===== src/rtl/mux_tree_pkg.sv =====
`default_nettype none
// ============================================================================
// Module   : mux_tree_pkg
// Brief    : Shared types, widths and the round-robin pick helper.
// Revision : 1.0
// ============================================================================
package mux_tree_pkg;

    localparam int SEL_W = 4;
    localparam int CNT_W = 8;

    typedef enum logic [0:0] {
        ST_IDLE  = 1'b0,
        ST_GRANT = 1'b1
    } state_t;

    typedef struct packed {
        logic             found;
        logic [SEL_W-1:0] idx;
    } pick_t;

    // First set bit scanning upward from ptr, wrapping at n.
    function automatic pick_t rr_pick(input logic [15:0] req,
                                      input logic [SEL_W-1:0] ptr,
                                      input int n);
        pick_t res;
        int    pos;
        res = '0;
        for (int i = 0; i < 16; i++) begin
            pos = int'(ptr) + i;
            if (pos >= n) pos = pos - n;
            if (i < n && !res.found && req[pos[3:0]]) begin
                res.found = 1'b1;
                res.idx   = pos[SEL_W-1:0];
            end
        end
        return res;
    endfunction

endpackage
`default_nettype wire


===== src/rtl/mux_tree_sched_slice.sv =====
`default_nettype none
// ============================================================================
// Module   : mux16_slice
// Brief    : One bit of the 16:1 tree: four 4:1 LUTs, two F7 and one F8 mux.
// Revision : 1.0
// ============================================================================
module mux16_slice #(
    parameter int N_REQ = 16
) (
    input  logic [N_REQ-1:0] d,
    input  logic [3:0]       s,
    output logic             y
);

    logic [15:0] d_pad;
    logic [3:0]  lut_o;
    logic [1:0]  f7_o;

    // Codes at or above N_REQ never select, but the tree still sees zeros.
    always_comb begin
        d_pad           = '0;
        d_pad[N_REQ-1:0] = d;
    end

    for (genvar i = 0; i < 4; i++) begin : g_lut
        logic [3:0] grp;
        assign grp      = d_pad[4*i +: 4];
        assign lut_o[i] = grp[s[1:0]];
    end

    assign f7_o[0] = s[2] ? lut_o[1] : lut_o[0];
    assign f7_o[1] = s[2] ? lut_o[3] : lut_o[2];
    assign y       = s[3] ? f7_o[1]  : f7_o[0];

endmodule
`default_nettype wire


===== src/rtl/mux_tree_sched.sv =====
`default_nettype none
// ============================================================================
// Module   : mux_tree_sched
// Brief    : Round-robin packet/burst scheduler driving a 16:1 mux-tree datapath.
// Revision : 1.0
// ============================================================================
module mux_tree_sched
    import mux_tree_pkg::*;
#(
    parameter int N_REQ     = 16,
    parameter int DATA_W    = 8,
    parameter int MAX_BURST = 8
) (
    input  logic                      C,
    input  logic                      R,
    input  logic [N_REQ-1:0]          req,
    input  logic [N_REQ-1:0]          last,
    input  logic [N_REQ*DATA_W-1:0]   data_i,
    output logic [N_REQ-1:0]          ack,
    output logic [SEL_W-1:0]          sel,
    output logic                      o_valid,
    output logic [DATA_W-1:0]         o_data,
    output logic                      o_last,
    input  logic                      o_ready
);

    state_t           state;
    logic [SEL_W-1:0] ptr;
    logic [CNT_W-1:0] cnt;

    logic [15:0]      req_pad;
    logic [15:0]      last_pad;
    logic [15:0]      ack_pad;
    logic [CNT_W-1:0] cnt_nxt;
    logic [SEL_W-1:0] ptr_nxt;
    logic             xfer;
    logic             release_now;
    logic             last_mux;
    pick_t            pick;

    always_comb begin
        req_pad             = '0;
        last_pad            = '0;
        req_pad[N_REQ-1:0]  = req;
        last_pad[N_REQ-1:0] = last;
    end

    assign pick = rr_pick(req_pad, ptr, N_REQ);

    // Reset suppresses the beat in the cycle it is asserted.
    always_comb begin
        o_valid      = (state == ST_GRANT) && !R && req_pad[sel];
        xfer         = o_valid && o_ready;
        ack_pad      = '0;
        ack_pad[sel] = xfer;
    end
    assign ack = ack_pad[N_REQ-1:0];

    assign cnt_nxt     = cnt + 1'b1;
    assign ptr_nxt     = (sel == SEL_W'(N_REQ - 1)) ? '0 : sel + 1'b1;
    assign release_now = !req_pad[sel] ||
                         (xfer && (last_pad[sel] || cnt_nxt == CNT_W'(MAX_BURST)));

    always_ff @(posedge C) begin
        if (R) begin
            state <= ST_IDLE;
            sel   <= '0;
            ptr   <= '0;
            cnt   <= '0;
        end else begin
            case (state)
                ST_IDLE: begin
                    if (pick.found) begin
                        sel   <= pick.idx;
                        cnt   <= '0;
                        state <= ST_GRANT;
                    end
                end
                ST_GRANT: begin
                    if (xfer) cnt <= cnt_nxt;
                    if (release_now) begin
                        ptr   <= ptr_nxt;
                        cnt   <= '0;
                        state <= ST_IDLE;
                    end
                end
                default: state <= ST_IDLE;
            endcase
        end
    end

    for (genvar b = 0; b < DATA_W; b++) begin : g_bit
        logic [N_REQ-1:0] col;
        always_comb begin
            for (int k = 0; k < N_REQ; k++) col[k] = data_i[k*DATA_W + b];
        end
        mux16_slice #(.N_REQ(N_REQ)) u_slice (
            .d (col),
            .s (sel),
            .y (o_data[b])
        );
    end

    mux16_slice #(.N_REQ(N_REQ)) u_last_slice (
        .d (last),
        .s (sel),
        .y (last_mux)
    );

    assign o_last = o_valid && last_mux;

endmodule
`default_nettype wire


===== config.mk =====
export PLATFORM = sky130hd
export DESIGN_NAME = mux_tree_sched
export DESIGN_NICKNAME = d
export VERILOG_FILES = /design/src/rtl/mux_tree_pkg.sv /design/src/rtl/mux_tree_sched_slice.sv /design/src/rtl/mux_tree_sched.sv
export SDC_FILE = /design/constraint.sdc
export NUM_CORES = 1
export LEC_CHECK = 0
export ABC_AREA = 1
export CELL_PAD_IN_SITES_DETAIL_PLACEMENT = 0
export CELL_PAD_IN_SITES_GLOBAL_PLACEMENT = 1
export CORE_UTILIZATION = 29
export DETAILED_ROUTE_END_ITERATION = 8
export MAX_ROUTING_LAYER = met4
export PLACE_DENSITY = 0.92
export REMOVE_ABC_BUFFERS = 1
export SLEW_MARGIN = 20
export SYNTH_ARGS = -nofsm -noshare
export SYNTH_HDL_FRONTEND = slang
export SYNTH_SLANG_ARGS = --single-unit

===== constraint.sdc =====
create_clock -name C -period 7 [get_ports C]
set_clock_uncertainty 0.05 [all_clocks]
set_input_delay 1.05 -clock C [delete_from_list [all_inputs] [get_ports C]]
set_output_delay 1.05 -clock C [all_outputs]
set_load 0.02 [all_outputs]

# [After elaboration in Yosys (flattened, before gate mapping)]
# Index checks and enable logic that the tools add are counted.
[word_totals] memories=0 ramBits=0 in_bits=163 output_inout_bits=30 word_cells=298 latch_bits=0 rom_bits=0 register_bits=17
[classes] muxes=177 n_div=0 n_bitwise=2 shift=0 n_eq_ne=4 n_mul=0 n_lt_le_gt_ge=35 n_reduce_logical=43 addsub=33
[op_table] cell="$lt 4x5->1 const B" count=17
[op_table] cell="$mux 1" count=84
[op_table] cell="$mux 5" count=16
[op_table] cell="$ge 5x5->1 const B" count=15
[op_table] cell="$bmux 1 s2" count=36
[op_table] cell="$bmux 1 s4" count=18
[op_table] cell="$mux 4" count=17
[op_table] cell="$sub 4x1->4 const B" count=16
[op_table] cell="$add 4x4->5 const B" count=8
[op_table] cell="$mux 8" count=3
[op_table] cell="$logic_and 1x1->1" count=21
[op_table] cell="$add 4x3->5 const B" count=4
[op_table] cell="$logic_not 1->1" count=17
[op_table] cell="$and 16x16->16" count=1
[op_table] cell="$pmux 8 s2" count=1
[op_table] cell="$add 4x2->5 const B" count=2
[op_table] cell="$add 8x1->8 const B" count=1
[op_table] cell="$eq 8x4->1 const B" count=1
[op_table] cell="$reduce_and 2->1" count=3
[op_table] cell="$add 4x1->5 const B" count=1
[op_table] cell="$ge 4x5->1 const B" count=1
[op_table] cell="$add 4x1->4 const B" count=1
[op_table] cell="$demux 1 s4" count=1
[op_table] cell="$eq 4x4->1 const B" count=1
[op_table] cell="7 further kinds" count=8

# [Depth between registers and ports, before layout]
[depth] word_depth=52 ltp_mapped=25 depth_no_buf=24

# [Modules after synthesis]
# Synthesis repeated with hierarchy kept, for this count alone.
[hier_totals] cells_unflattened=1006 hier_area_um2=5097.4
[modules_own_cells] module="mux_tree_sched" area_each_um2=3025.4 instances=1 cells_per_inst=556
[modules_own_cells] module="mux16_slice" area_each_um2=230.2 instances=9 cells_per_inst=50

# [Worst setup path before layout]
# No wires, ideal clock.
[synth_timing] path_type="input to output" start="input req[10]" end="output ack[0]" arrival_ps=2412 slack_ps=3488 required_time_ps=5900 path_stages=12 path_cell_list="o21ai_0 -> o22ai_1 -> nand2_1 -> nand4_1 -> inv_1 -> nor2_1 -> nand2_1 -> inv_1 -> nand2_1 -> inv_1 -> nand2_1 -> nor2_1"
[synth_via] elab_chain_cells=5
[synth_rtl] item="start, declared" line_no="mux_tree_sched.sv:16" text="input logic [N_REQ-1:0] req,"
[synth_rtl] item="$bmux 1 s4" line_no="mux_tree_sched.sv:52" text="o_valid = (state == ST_GRANT) && !R && req_pad[sel];"
[synth_rtl] item="$mux 1 (implied by the code)" line_no="mux_tree_sched.sv:52"
[synth_rtl] item="$logic_and 1x1->1" line_no="mux_tree_sched.sv:52"
[synth_rtl] item="net o_valid" line_no="mux_tree_sched.sv:21" text="output logic o_valid,"
[synth_rtl] item="$logic_and 1x1->1" line_no="mux_tree_sched.sv:53" text="xfer = o_valid && o_ready;"
[synth_rtl] item="$and 16x16->16 (no source line)"
[synth_rtl] item="end, declared" line_no="mux_tree_sched.sv:19" text="output logic [N_REQ-1:0] ack,"
# The timed path passes the listed nets, and every way through them passes these cells. The select of a mux whose other input is x is not followed.

# [Worst setup path in the final report]
[layout_timing] start="input req[2]" end="output ack[14]"
[layout_via] elab_chain_cells=5
[layout_rtl] item="$bmux 1 s4" line_no="mux_tree_sched.sv:52"
[layout_rtl] item="$mux 1 (implied by the code)" line_no="mux_tree_sched.sv:52"
[layout_rtl] item="$logic_and 1x1->1" line_no="mux_tree_sched.sv:52"
[layout_rtl] item="$logic_and 1x1->1" line_no="mux_tree_sched.sv:53"
[layout_rtl] item="$and 16x16->16 (no source line)"
# No other way between the ends. The select of a mux whose other input is x is not followed.

==> reports/metrics.yaml <==
boundaryPins: 193
yosys_register_bits: 17
sequentialPowerShare_pct: 7.3
tritoncts_clock_tree: "done"
drive_above_1_share_pct: 5.12
clock_latency_ns: 0.25
share_of_the_yosys_chip_area_belonging_to_registers_pct: 8.13
grt_start_max_net_pins: 84
synthMostInstantiatedCell: "sky130_fd_sc_hd__nand2_1"
grt_pass1_vias: 5243
gp_routability_congestion: 0.912
synthesis_warning_total: 0
coreArea_um2: 14000
multiInputGateArea_um2: 3370
final_period_minus_worst_setup_slack_ns: 4.81
synth-compound-area-share_pct: 19.8
maxCapViolCount: 0
grt_first_pass_wirelength_mm: 27.4
fin_area_um2: 6230
synth_largest_type_area_fraction_pct: 17.3
detail_route.drc_violations: 0
reg2reg_to: "cnt[6]"
critical-path-slowest-cell: "sky130_fd_sc_hd__clkdlybuf4s50_1"
syn_std_cell_area_um2: 4190
hpwl_mm: 13.7
postCtsSetupBuffers: 0
slew_headroom_pct: 43.9
syn_avg_cell_area_um2: 5.22
netSwitchingFraction_pct: 64.2
antenna-diode-count: 0
numCtsBuffers: 3
fillers: 1579
p_total_mw: 2.78
grt_antenna_before_repair: 0
leakagePower_nw: 2.69
path_common_cell: "sky130_fd_sc_hd__nand2_1"
final_setup_violation_count: 0
pins_over_slew_limit: 0
critical_path.n_buffers_inverters: 5
drt_pass1_iterations: 5
groute.usage.overall_pct: 24.0
die_width_um: 122
floorplan.die.height_um: 122
synth-simple-area-share_pct: 53.7
overall_routed_net_length_mm: 17.8
critical_path_required_ns: 5.90
globalRoute.totalOverflow: 0
post_cts_hold_buffer_count: 0
finalHoldWorstSlack_ns: 0.455
crit_fanout: 5
seqCellArea_um2: 342
status: "complete, no violations"
port_buffers: 192
routed_via_density: 5.14
fmax_mhz: 208
power.share.combinational_pct: 88.5
synth.top_cells.by_area: "sky130_fd_sc_hd__nand2_1 17%, sky130_fd_sc_hd__nor2_1 13%, sky130_fd_sc_hd__nand3_1 12%"
htree_levels: 1
tns_ns: 0
cp_data_arrival_time_ns: 3.71
cts.root.buffer_cell: "sky130_fd_sc_hd__clkbuf_16"
area_delta_synth_final_pct: 48.8
cts_buffer_depth: 2
route.antenna.remaining_nets: 0
cts.clk_slew.worst_paths_ns: 0.05
crit_family: "buffers and inverters"
worst-setup-path-type: "in -> out"
hp-class: "reg -> reg"
async_reset_ff_share_pct: 0
start_util_pct: 29.9
clkPwrFrac_pct: 4.2
report.final.hold_viol_count: 0
netlist_instances: 802
critical_path.startpoint_type: "input pin"
share_of_the_synthesized_netlist_area_taken_by_xor_and_xnor_gates_pct: 3.53
rr_startpoint: "ptr[1]"
ys.flop_type: "sky130_fd_sc_hd__dfxtp_1"
number_of_synthesized_flops_with_an_enable_pin: 0
floorplan.die_area_um2: 14900
worstSetupEndpointType: "output pin"
average_routed_wire_per_standard_cell_um: 15.7
synth_top_cell_by_area: "sky130_fd_sc_hd__nand2_1"
clock-sinks: 17
main_combinational_cell_family_by_area_after_synthesis: "simple AND/OR/NAND/NOR gates"
hp-start: "cnt[7]"
num_rows: 43
yosys.area_share.adder_pct: 3.59
hold_path_end: "cnt[7]"
placement.cell_area_um2: 6150
worst-slew-pin-transition_ns: 0.839
worst_voltage_drop_across_the_vdd_grid_mv: 0.175
cp_cell_sequence: "clkdlybuf4s50_1, o21ai_0, o22ai_1, nand2_1, nand4_1, inv_1, nor2_1, nand2_1, inv_1, nand2_1, inv_1, nand2_1, nor2_1, clkdlybuf4s50_1"
reg2reg_setup_slack_ns: 2.27
nNetsFinal: 1133
grt_setup_unrepaired: "false"
worst-path-stages: 14
cellInternalPower_mw: 0.995
yosys-mux-area-fraction_pct: 0
hold_depth: 2
detailroute.via_count: 5839
yosys-top-cells-count: "193 x sky130_fd_sc_hd__nand2_1, 150 x sky130_fd_sc_hd__nor2_1, 104 x sky130_fd_sc_hd__nand3_1, 82 x sky130_fd_sc_hd__o21ai_0, 53 x sky130_fd_sc_hd__inv_1"
yosys.cell_types.count: 46
ff2ff_path_depth: 20
detailedRoute.firstIterationViolations: 556
slowest_delay_ns: 0.63
finalCritPeriodShare_pct: 68.7
power_density_nw_per_um2: 446
power.net_switching_mw: 1.78
cts_resized: 0
-- final cells by class --
| cell class | instances | area share (%) |
|---|---|---|
| multi-input cells | 675 | 54.2 |
| repair buffers | 198 | 31.6 |
| flip-flops and latches | 17 | 5.49 |
| clock buffers | 3 | 1.21 |
| inverters | 63 | 3.84 |
| clock inverters | 1 | 0.0804 |
| well taps | 180 | 3.62 |
-- state kept, by name (all words and copies together), names as in the netlist --
signal / flops
cnt: 8
sel: 4
state: 1
ptr: 4
-- layer usage --
layer | share of wire, % | track usage [%]
met1 | 46 | 32.0
met2 | 46 | 39.3
met3 | 6.5 | 2.76
met4 | 1.4 | 3.89
met5 | 0 | -
-- worst reg2reg max path: cells and delay by family (launching register included) --
kind,cells,cell delay [ns]
adders and majority gates,1,0.64
and+or+nand+nor,16,2.17
DFF,1,0.70
buffers and inverters,3,1.08
-- cells by family after synthesis --
group | after synthesis
DFF | 17
xor gates and xnor gates | 13
and+or+nand+nor | 501
adders and majority gates | 12
AOI/OAI and AO/OA | 149
buffers and inverters | 110
-- power by group through the flow --
stage                     sequential [mW]  clock, mW  combinational (mW)
after floorplan                     0.242          0                1.65
after global placement              0.205          0                2.44
after detailed placement            0.204          0                2.43
after CTS                           0.203      0.117                2.45
after global routing                0.211      0.121                2.74
final                               0.203      0.116                2.46
-- worst max path at each step --
stage | startpoint | endpoint | slack, ns
floorplan | sel[0] | ack[0] | 1.67
global placement | req[10] | ack[14] | 2.28
detailed placement | req[2] | ack[0] | 2.26
finish | req[2] | ack[14] | 2.19
CTS | req[10] | ack[0] | 2.25
global route | ptr[1] | cnt[4] | 1.88
-- placed cells by master (no fill, tap or decap), drive strengths merged --
cell type / instances
nand2: 198
clkdlybuf4s50: 192
nor2: 160
nand3: 105
o21ai: 83
inv: 62
o22ai: 36
nand4: 27
a21oi: 18
dfxtp: 17
ha: 12
xor2: 11
buf: 6
nand3b: 3
or2: 3
clkbuf: 3
nor3: 3
a32oi: 2
xnor2: 2
a211oi: 2
clkinv: 2
a22oi: 1
a32o: 1
o221ai: 1
o21a: 1
and2: 1
a21o: 1
a31oi: 1
o41ai: 1
a21boi: 1
nor2b: 1
-- metrics by stage --
step / utilization [%] / setup slack, ns / instances
detailed placement: 43.9 / 2.26 / 1133
finish: 44.5 / 2.19 / 1137
floorplan: - / 1.67 / 755
global route: 44.5 / 1.88 / 1137
global placement: 43.9 / 2.28 / 1133
CTS: 44.5 / 2.25 / 1137
(Power assumes the default switching activity.)
